==> src/rtl/expr_buffer.sv <==
// Expression character buffer: loads one ASCII character per handshake,
// then presents the character at the read pointer, pre-classified, to the
// calculator controller.
module expr_buffer #(
  parameter int unsigned DEPTH = 32,
  parameter int unsigned AW    = 5
) (
  input  logic          clk,
  input  logic          rst,
  input  logic          in_valid,
  input  logic [7:0]    in_data,
  output logic          in_ready,
  input  logic          clear,
  input  logic          rewind,
  input  logic          index_cnt,
  output logic          loaded,
  output logic [7:0]    cur_char,
  output logic [3:0]    digit,
  output logic          is_operand,
  output logic          is_operator,
  output logic          is_hash,
  output logic          err,
  output logic          overflow,
  output logic [AW:0]   wr_count
);

  typedef enum logic {LOAD, LOADED} state_t;

  localparam logic [AW:0] LAST_FREE = (AW+1)'(DEPTH - 1);

  state_t        state, state_nxt;
  logic [7:0]    mem [DEPTH];
  logic [AW-1:0] wr_ptr, rd_ptr;
  logic [AW:0]   wr_cnt_q;
  logic          err_q, ovf_q;

  logic in_digit, in_op, in_hash, in_space;
  logic xfer, full, do_write, go_loaded, bad_char, at_end;
  logic [7:0] wr_char;

  // Classify the incoming character and decide what a transfer does.
  always_comb begin
    in_digit  = (in_data >= 8'h30) && (in_data <= 8'h39);
    in_op     = (in_data == 8'h2B) || (in_data == 8'h2D) ||
                (in_data == 8'h2A) || (in_data == 8'h2F);
    in_hash   = (in_data == 8'h23);
    in_space  = (in_data == 8'h20);
    // clear outranks a transfer in the same cycle; the character is dropped.
    xfer      = (state == LOAD) && in_valid && !clear && !rst;
    full      = (wr_cnt_q == LAST_FREE);
    do_write  = xfer && (in_digit || in_op || in_hash);
    bad_char  = xfer && !(in_digit || in_op || in_hash || in_space);
    // In the last free slot a legal character is replaced by the terminator.
    wr_char   = (in_hash || full) ? 8'h23 : in_data;
    go_loaded = do_write && (in_hash || full);
    at_end    = ({1'b0, rd_ptr} == (wr_cnt_q - 1'b1));
  end

  // Next-state logic for the LOAD/LOADED controller.
  always_comb begin
    state_nxt = state;
    if (clear)          state_nxt = LOAD;
    else if (go_loaded) state_nxt = LOADED;
  end

  // State register.
  always_ff @(posedge clk) begin
    if (rst) state <= LOAD;
    else     state <= state_nxt;
  end

  // Pointers, write count and sticky flags.
  always_ff @(posedge clk) begin
    if (rst || clear) begin
      wr_ptr   <= '0;
      rd_ptr   <= '0;
      wr_cnt_q <= '0;
      err_q    <= 1'b0;
      ovf_q    <= 1'b0;
    end else begin
      if (do_write) begin
        wr_ptr   <= wr_ptr + 1'b1;
        wr_cnt_q <= wr_cnt_q + 1'b1;
      end
      if (bad_char) err_q <= 1'b1;
      if (do_write && full && !in_hash) ovf_q <= 1'b1;
      if (state == LOADED) begin
        if (rewind)                   rd_ptr <= '0;
        else if (index_cnt && !at_end) rd_ptr <= rd_ptr + 1'b1;
      end
    end
  end

  // Character storage; contents are not reset.
  always_ff @(posedge clk) begin
    if (do_write) mem[wr_ptr] <= wr_char;
  end

  // Combinational decode of the character at the read pointer.
  always_comb begin
    cur_char    = '0;
    digit       = '0;
    is_operand  = 1'b0;
    is_operator = 1'b0;
    is_hash     = 1'b0;
    if (state == LOADED) begin
      cur_char    = mem[rd_ptr];
      is_operand  = (cur_char >= 8'h30) && (cur_char <= 8'h39);
      is_operator = (cur_char == 8'h2B) || (cur_char == 8'h2D) ||
                    (cur_char == 8'h2A) || (cur_char == 8'h2F);
      is_hash     = (cur_char == 8'h23);
      if (is_operand) digit = cur_char[3:0];
    end
  end

  assign in_ready = (state == LOAD);
  assign loaded   = (state == LOADED);
  assign err      = err_q;
  assign overflow = ovf_q;
  assign wr_count = wr_cnt_q;

endmodule

==> config.mk <==
export PLATFORM = sky130hd
export DESIGN_NAME = expr_buffer
export DESIGN_NICKNAME = d
export VERILOG_FILES = /design/src/rtl/expr_buffer.sv
export SDC_FILE = /design/constraint.sdc
export NUM_CORES = 1
export LEC_CHECK = 0
export BUFFER_PORTS_ARGS = -buffer_cell sky130_fd_sc_hd__buf_2
export CAP_MARGIN = 20
export CELL_PAD_IN_SITES_DETAIL_PLACEMENT = 1
export CELL_PAD_IN_SITES_GLOBAL_PLACEMENT = 1
export CORE_UTILIZATION = 48
export CTS_CLUSTER_DIAMETER = 30
export DETAILED_ROUTE_END_ITERATION = 8
export PLACE_DENSITY = 0.69
export SYNTH_ARGS = -nofsm -noshare
export SYNTH_HDL_FRONTEND = slang
export SYNTH_SLANG_ARGS = --single-unit
==> constraint.sdc <==
create_clock -name clk -period 3.7 [get_ports clk]
set_input_delay 0.74 -clock clk [delete_from_list [all_inputs] [get_ports clk]]
set_output_delay 0.74 -clock clk [all_outputs]
set_load 0.005 [all_outputs]
==> results of run 1 <==
## worst reg2reg max path: cells and delay by family (launching register included)
family	cells	cell delay, ns
buf+inv	1	0.39
compound gates	1	0.53
simple gates	3	1.20
flops	1	0.51
## power breakdown
group,switching (uW),internal [uW],leakage [uW]
sequential,0.532,3450,0.00250
clock,1610,3050,0.000852
combinational,64.8,18.8,0.00146
total,1680,6520,0.00481
## cell usage after synthesis (2+ instances only)
cell type / number / share of area, %
xnor2_1: 6 / 0.46
a31oi_1: 3 / 0.17
o31ai_1: 2 / 0.13
buf_1: 2 / 0.066
inv_1: 6 / 0.20
a21o_1: 2 / 0.13
nor3b_1: 2 / 0.13
clkbuf_1: 9 / 0.30
nor2b_1: 9 / 0.50
and3_1: 3 / 0.17
ha_1: 7 / 0.77
edfxtp_1: 256 / 68
mux2_2: 3 / 0.30
nand4_1: 6 / 0.33
nor3b_2: 2 / 0.22
dfxtp_1: 24 / 4.2
or2_2: 4 / 0.22
a22o_1: 5 / 0.39
mux2i_1: 22 / 1.9
nor3_1: 3 / 0.13
o21a_1: 2 / 0.13
nand3b_1: 7 / 0.46
mux4_2: 69 / 14
buf_2: 12 / 0.53
and3b_1: 2 / 0.15
o21ai_0: 2 / 0.088
nand2b_1: 7 / 0.39
nand2_1: 14 / 0.46
buf_4: 5 / 0.33
and2_1: 10 / 0.55
or3b_2: 3 / 0.23
a221oi_1: 4 / 0.31
nor2_1: 57 / 1.9
xor2_1: 9 / 0.69
a21oi_1: 6 / 0.26
nand3_1: 6 / 0.26
## registers in the layout, indices dropped and copies added, names as in the netlist, named ones only
name,flops
mem,256
overflow,1
err,1
loaded,1
rd_ptr,5
wr_ptr,5
wr_count,6
## cell type report
class,instances,area (um2)
multi-input combinational,288,3070
tap,313,392
clock buffer,62,1420
fill,1992,8760
sequential,280,8180
clock inverter,36,345
timing repair buffer,94,717
inverter,7,27.5
## routing by layer
layer  up-vias  track usage (%)  part of all wire [%]
li1       2680                -                     -
met1      3205             31.4                    40
met2       220             41.3                    51
met3        55             5.25                   6.3
met4         0             10.8                   2.9
met5         -                0                     0
## worst max-delay path by stage
stage | end | slack (ns)
3_5_place_dp | digit[3] | 0.23
4_1_cts | is_operator | -0.15
5_1_grt | is_operator | -0.30
3_3_place_gp | digit[3] | 0.35
2_1_floorplan | mem[10][0]$_DFFE_PP_ | 0.70
6_report | is_hash | -0.20
## timing repair
item,in CTS,in global routing
setup endpoints to repair,10,9
buffers inserted,6,0
resized for setup,9,4
gates cloned,2,0
hold buffers,0,0
pin swaps,2,2
hold endpoints to repair,0,0
## through the flow
stage	setup TNS [ns]	area [um2]	power [uW]	utilization, %	setup slack (ns)
after global routing	-1.79	14200	8400	61.8	-0.297
after CTS	-0.716	14100	8250	61.6	-0.147
after detailed placement	0	12200	3600	53.2	0.225
after global placement	0	12200	3590	53.2	0.352
after floorplan	0	11300	3550	-	0.700
final	-1.22	14200	8200	61.8	-0.204
## layout by cell type (no fill, tap or decap), drive strengths merged, types with 5 or more instances in the layout
cell type	n
edfxtp	256
buf	92
mux4	69
clkbuf	62
nor2	57
dfxtp	24
mux2i	23
clkinv	17
nand2	14
inv	14
and2	10
xor2	9
nor2b	9
clkinvlp	8
nand2b	7
nand3b	7
ha	7
a21oi	6
xnor2	6
nand4	6
nand3	6
a22o	5
## cells by family (layout without fill, tap and decap cells)
family | count (synthesis) | after routing | share of synthesized area, %
flops | 280 | 280 | 72.0
compound gates | 31 | 31 | 2.02
buf+inv | 35 | 199 | 1.46
fa+ha+maj | 7 | 7 | 0.772
xor+xnor | 15 | 15 | 1.16
simple gates | 140 | 140 | 6.46
mux | 95 | 95 | 16.1
==> results.py, run 1 <==
metrics = {
    "status": {
        "outcome": "finished with violations",
        "violations": "setup timing",
    },
    "critical_path": {
        "critPathCaptureType": "output pin",
        "rr_worst_depth": 5,
        "critPathArrivalTime_ns": 3.16,
        "reg2reg_slack_ns": 0.69,
        "crit_path_top_delay_cell": "o31ai_1",
        "cp_data_required_time_ns": 2.96,
        "reg2reg_to": "mem[21][5]$_DFFE_PP_",
        "max_stage_delay_ns": 0.47,
        "crit_family": "compound AO/OA/AOI/OAI gates",
        "r2r-start": "loaded$_SDFFE_PP0P_",
        "critical_path.cell_chain": "buf_4 > buf_12 > mux2_2 > o31ai_1 > o221ai_1 > nand3_2 > nor3b_4 > and4b_1 > buf_2",
        "worstPathMaxFanout": 23,
        "crit_type": "flop to output pin",
        "crit_path_start_kind": "flop",
        "cp.buffers_inverters": 3,
        "path_depth": 9,
    },
    "floorplan": {
        "chipWidth_um": 156,
        "dieArea_um2": 24300,
        "pin_count": 39,
        "num_rows": 55,
        "start_util_pct": 49.5,
        "chipHeight_um": 156,
        "core_area_um2": 22900,
    },
    "clock_tree": {
        "clock_latency_ns": 0.55,
        "h-tree-depth": 2,
        "cts-root-buf": "clkbuf_16",
        "clk_pin_slew_worst_paths_ns": 0.05,
        "clockBufferDepth": 3,
        "numClockSinks": 280,
        "cts_buffers": 53,
        "cts_tree": "done",
    },
    "flow_run": {
        "maxCapViolCount": 0,
    },
    "sta": {
        "tightest_slew_ns": 0.799,
        "fin_worst_skew_ns": 0.0207,
        "max_slew_margin_pct": 46.8,
        "hold_viol_final": 0,
        "setup_slack_ns": -0.204,
        "final_max_slew_viol_count": 0,
        "post-route-period-util_pct": 106,
        "fin_crit_ns": 3.90,
        "max_freq_mhz": 256,
        "grt_setup_unrepaired": "true",
        "holdWs_ns": 0.482,
        "finalSetupViolCount": 7,
    },
    "final_layout": {
        "syn2layout_area_growth_pct": 24.7,
        "nets": 745,
        "antenna_cells": 0,
        "stdcell_count": 1080,
        "final_layout_size_suffix_gt1_share_pct": 37.0,
    },
    "logic_synthesis": {
        "ys_ff_latch": 280,
        "netlist_instances": 603,
        "synthArstFlopShare_pct": 0,
        "mappedNetlistArea_um2": 11300,
        "ys_warn_count": 0,
        "seq_area_frac_synth_pct": 72.0,
        "ys_types": 48,
        "syn_nets": 624,
        "synth_ff_type": "edfxtp_1",
        "synth_edf_count": 256,
        "avgSynthCellArea_um2": 18.8,
    },
    "power_and_ir_drop": {
        "power.density_cell_area_nw_per_um2": 579,
        "leakagePower_uw": 0.00481,
        "ir_drop_v": 0.000406,
    },
    "routing": {
        "drc": 0,
        "ant_nets": 0,
        "wl_per_cell_um": 26.3,
        "drtPass1Iterations": 4,
        "vias_per_cell": 5.70,
        "wirelength_um": 28500,
        "first_iter_violations": 475,
        "num_vias": 6160,
    },
    "min_path": {
        "hold_class": "flop to flop",
        "min-delay-start": "overflow$_SDFFE_PP0P_",
        "hold_depth": 2,
        "hold_path_end": "overflow$_SDFFE_PP0P_",
    },
    "global_routing": {
        "grt_max_degree": 33,
        "grt_pass1_wl_um": 42600,
        "antenna_found_initial": 0,
        "grt_pass1_vias": 6752,
        "overflow": 0,
        "track_usage_pct": 24.8,
    },
    "place": {
        "place_hpwl_um": 17200,
        "portBuffers": 38,
        "gp_congestion": 0.786,
        "dpl.cell_count": 973,
    },
}
No activity file was read; power rests on OpenSTA's default activity.
==> run 2, diff against run 1 <==
GPL_TIMING_DRIVEN = 0   (was not set)
==> run 2 against run 1 <==
Compared with the run above: first-iteration DRC count grew 21%; routed wire length is 0.75% higher; critical path type unchanged; via count about the same; core utilization shrank 0.45 points; largest power group unchanged; largest cell class unchanged; sequential share of layout area increased by 0.37 points; register-to-register slack worse by 0.60 ns; the run still ends with setup timing left; clock-buffer cell count shrank 4; critical endpoint unchanged; worst hold slack lost 0.010 ns; global-route usage fell by 0.29 points.
==> results.py, run 2 (synthesized netlist as in run 1, its figures left out) <==
metrics = {
    "status": {
        "outcome": "finished with violations",
        "violations": "setup timing",
    },
    "routing": {
        "wirelength_um": 28700,
        "drc": 0,
        "wl_per_cell_um": 26.9,
        "drtPass1Iterations": 5,
        "ant_nets": 0,
        "vias_per_cell": 5.78,
        "num_vias": 6162,
        "first_iter_violations": 577,
    },
    "sta": {
        "post-route-period-util_pct": 103,
        "final_max_slew_viol_count": 0,
        "fin_crit_ns": 3.82,
        "hold_viol_final": 0,
        "grt_setup_unrepaired": "true",
        "holdWs_ns": 0.472,
        "setup_slack_ns": -0.123,
        "max_freq_mhz": 262,
        "finalSetupViolCount": 7,
        "max_slew_margin_pct": 26.3,
        "tightest_slew_ns": 1.10,
        "fin_worst_skew_ns": 0.0137,
    },
    "place": {
        "gp_congestion": 0.780,
        "portBuffers": 38,
        "dpl.cell_count": 960,
        "place_hpwl_um": 17700,
    },
    "clock_tree": {
        "cts_tree": "done",
        "cts_hold_buf": 0,
        "cts_buffers": 51,
        "clock_latency_ns": 0.54,
        "cts-root-buf": "clkbuf_16",
        "h-tree-depth": 2,
        "clockBufferDepth": 3,
        "clk_pin_slew_worst_paths_ns": 0.05,
        "numClockSinks": 280,
    },
    "final_layout": {
        "most-common-layout-cells": "256 x edfxtp_1, 69 x mux4_2, 55 x nor2_1",
        "stdcell_count": 1067,
        "layout_commonest_cell": "edfxtp_1",
        "largest_register": "mem",
        "final_layout_size_suffix_gt1_share_pct": 34.1,
        "syn2layout_area_growth_pct": 23.8,
        "largest_reg_flops": 256,
        "nets": 732,
        "antenna_cells": 0,
    },
    "floorplan": {
        "pin_count": 39,
        "chipHeight_um": 156,
        "dieArea_um2": 24300,
        "core_area_um2": 22900,
        "chipWidth_um": 156,
        "num_rows": 55,
        "start_util_pct": 49.5,
    },
    "critical_path": {
        "critPathArrivalTime_ns": 3.08,
        "critPathCaptureType": "output pin",
        "crit_path_top_delay_cell": "mux4_2",
        "cp_data_required_time_ns": 2.96,
        "worstPathMaxFanout": 5,
        "max_stage_delay_ns": 0.56,
        "crit_type": "flop to output pin",
        "critical_path.cell_chain": "buf_12 > mux4_2 > mux4_2 > mux2i_4 > nand3_4 > nor3b_4 > and4b_1 > buf_2",
        "crit_path_start_kind": "flop",
        "cpMostUsedCell": "mux4_2",
    },
    "global_routing": {
        "overflow": 0,
        "grt_pass1_vias": 6525,
        "antenna_found_initial": 0,
        "grt_max_degree": 33,
        "track_usage_pct": 24.5,
        "grt_pass1_wl_um": 41700,
    },
    "flow_run": {
        "maxCapViolCount": 0,
    },
    "power_and_ir_drop": {
        "ir_drop_v": 0.000355,
        "leakagePower_uw": 0.00466,
        "power.total_uw": 8130,
        "power.density_cell_area_nw_per_um2": 578,
    },
    "min_path": {
        "hold_class": "input pin to flop",
    },
}
==> run 2: cell types whose count changed in the layout (fill, tap and decap cells not counted), moves of 3 or more <==
cell        delta
buf_4         -32
clkbuf_16      -3
clkinv_1       +6
buf_8          +3
clkinvlp_4     +4
buf_6          +6
inv_6          -3
clkinv_2       -6
clkbuf_1       +9
==> run 2: worst max-delay path: cells and delay by family (launching register included) <==
family | cells | cell delay (ns)
buffers and inverters | 2 | 0.26
muxes | 3 | 1.36
and+or+nand+nor | 3 | 0.55
DFF | 1 | 0.38
==> run 2: area by class of cell <==
cell class                      instances  area (um2)
Fill cell                            1970        8870
Sequential cell                       280        8170
Multi-Input combinational cell        288        3120
Clock buffer                           58        1320
Clock inverter                         38         398
Tap cell                              313         392
Timing Repair Buffer                   55         385
Buffer                                 28         234
Inverter                                7        27.5
==> run 2: metrics by stage <==
| step | utilization, % | cell area, um2 | TNS [ns] | worst slack (ns) |
|---|---|---|---|---|
| 6_report | 61.3 | 14000 | -0.675 | -0.123 |
| 3_5_place_dp | 52.4 | 12000 | -55.01 | -0.487 |
| 3_3_place_gp | 52.0 | 11900 | -35.38 | -0.316 |
| 2_1_floorplan | - | 11300 | 0 | 0.700 |
| 5_1_grt | 61.3 | 14000 | -1.35 | -0.227 |
| 4_1_cts | 61.0 | 14000 | -0.746 | -0.138 |
==> run 2: repair_timing <==
action	4_1_cts	5_1_grt
gates cloned	1	0
pin swaps	3	3
resized for setup	44	6
setup buffers	4	6
setup endpoints to repair	14	18
==> run 2: path summary, 6_finish.rpt <==
path / endpoint / slack, ns / from / depth (start not counted)
setup reg to reg: mem[6][1]$_DFFE_PP_ / 0.09 / loaded$_SDFFE_PP0P_ / 6
setup / recovery: is_hash / -0.12 / flop / 8
hold reg to reg: err$_SDFFE_PP0P_ / 0.47 / err$_SDFFE_PP0P_ / 1
hold / removal: err$_SDFFE_PP0P_ / 0.47 / rst / 3
==> run 2: layer usage <==
metal	global-route usage, %	wire [um]
met3	3.83	1640
met2	41.8	14500
met4	7.94	739
met5	0	0
met1	32.3	11700
==> run 2: report_power, final <==
| group | internal, uW | leakage [uW] | switching (uW) |
|---|---|---|---|
| clock network | 3000 | 0.000800 | 1580 |
| logic | 22.5 | 0.00137 | 64.0 |
| registers | 3460 | 0.00249 | 0.435 |
| total | 6480 | 0.00466 | 1650 |
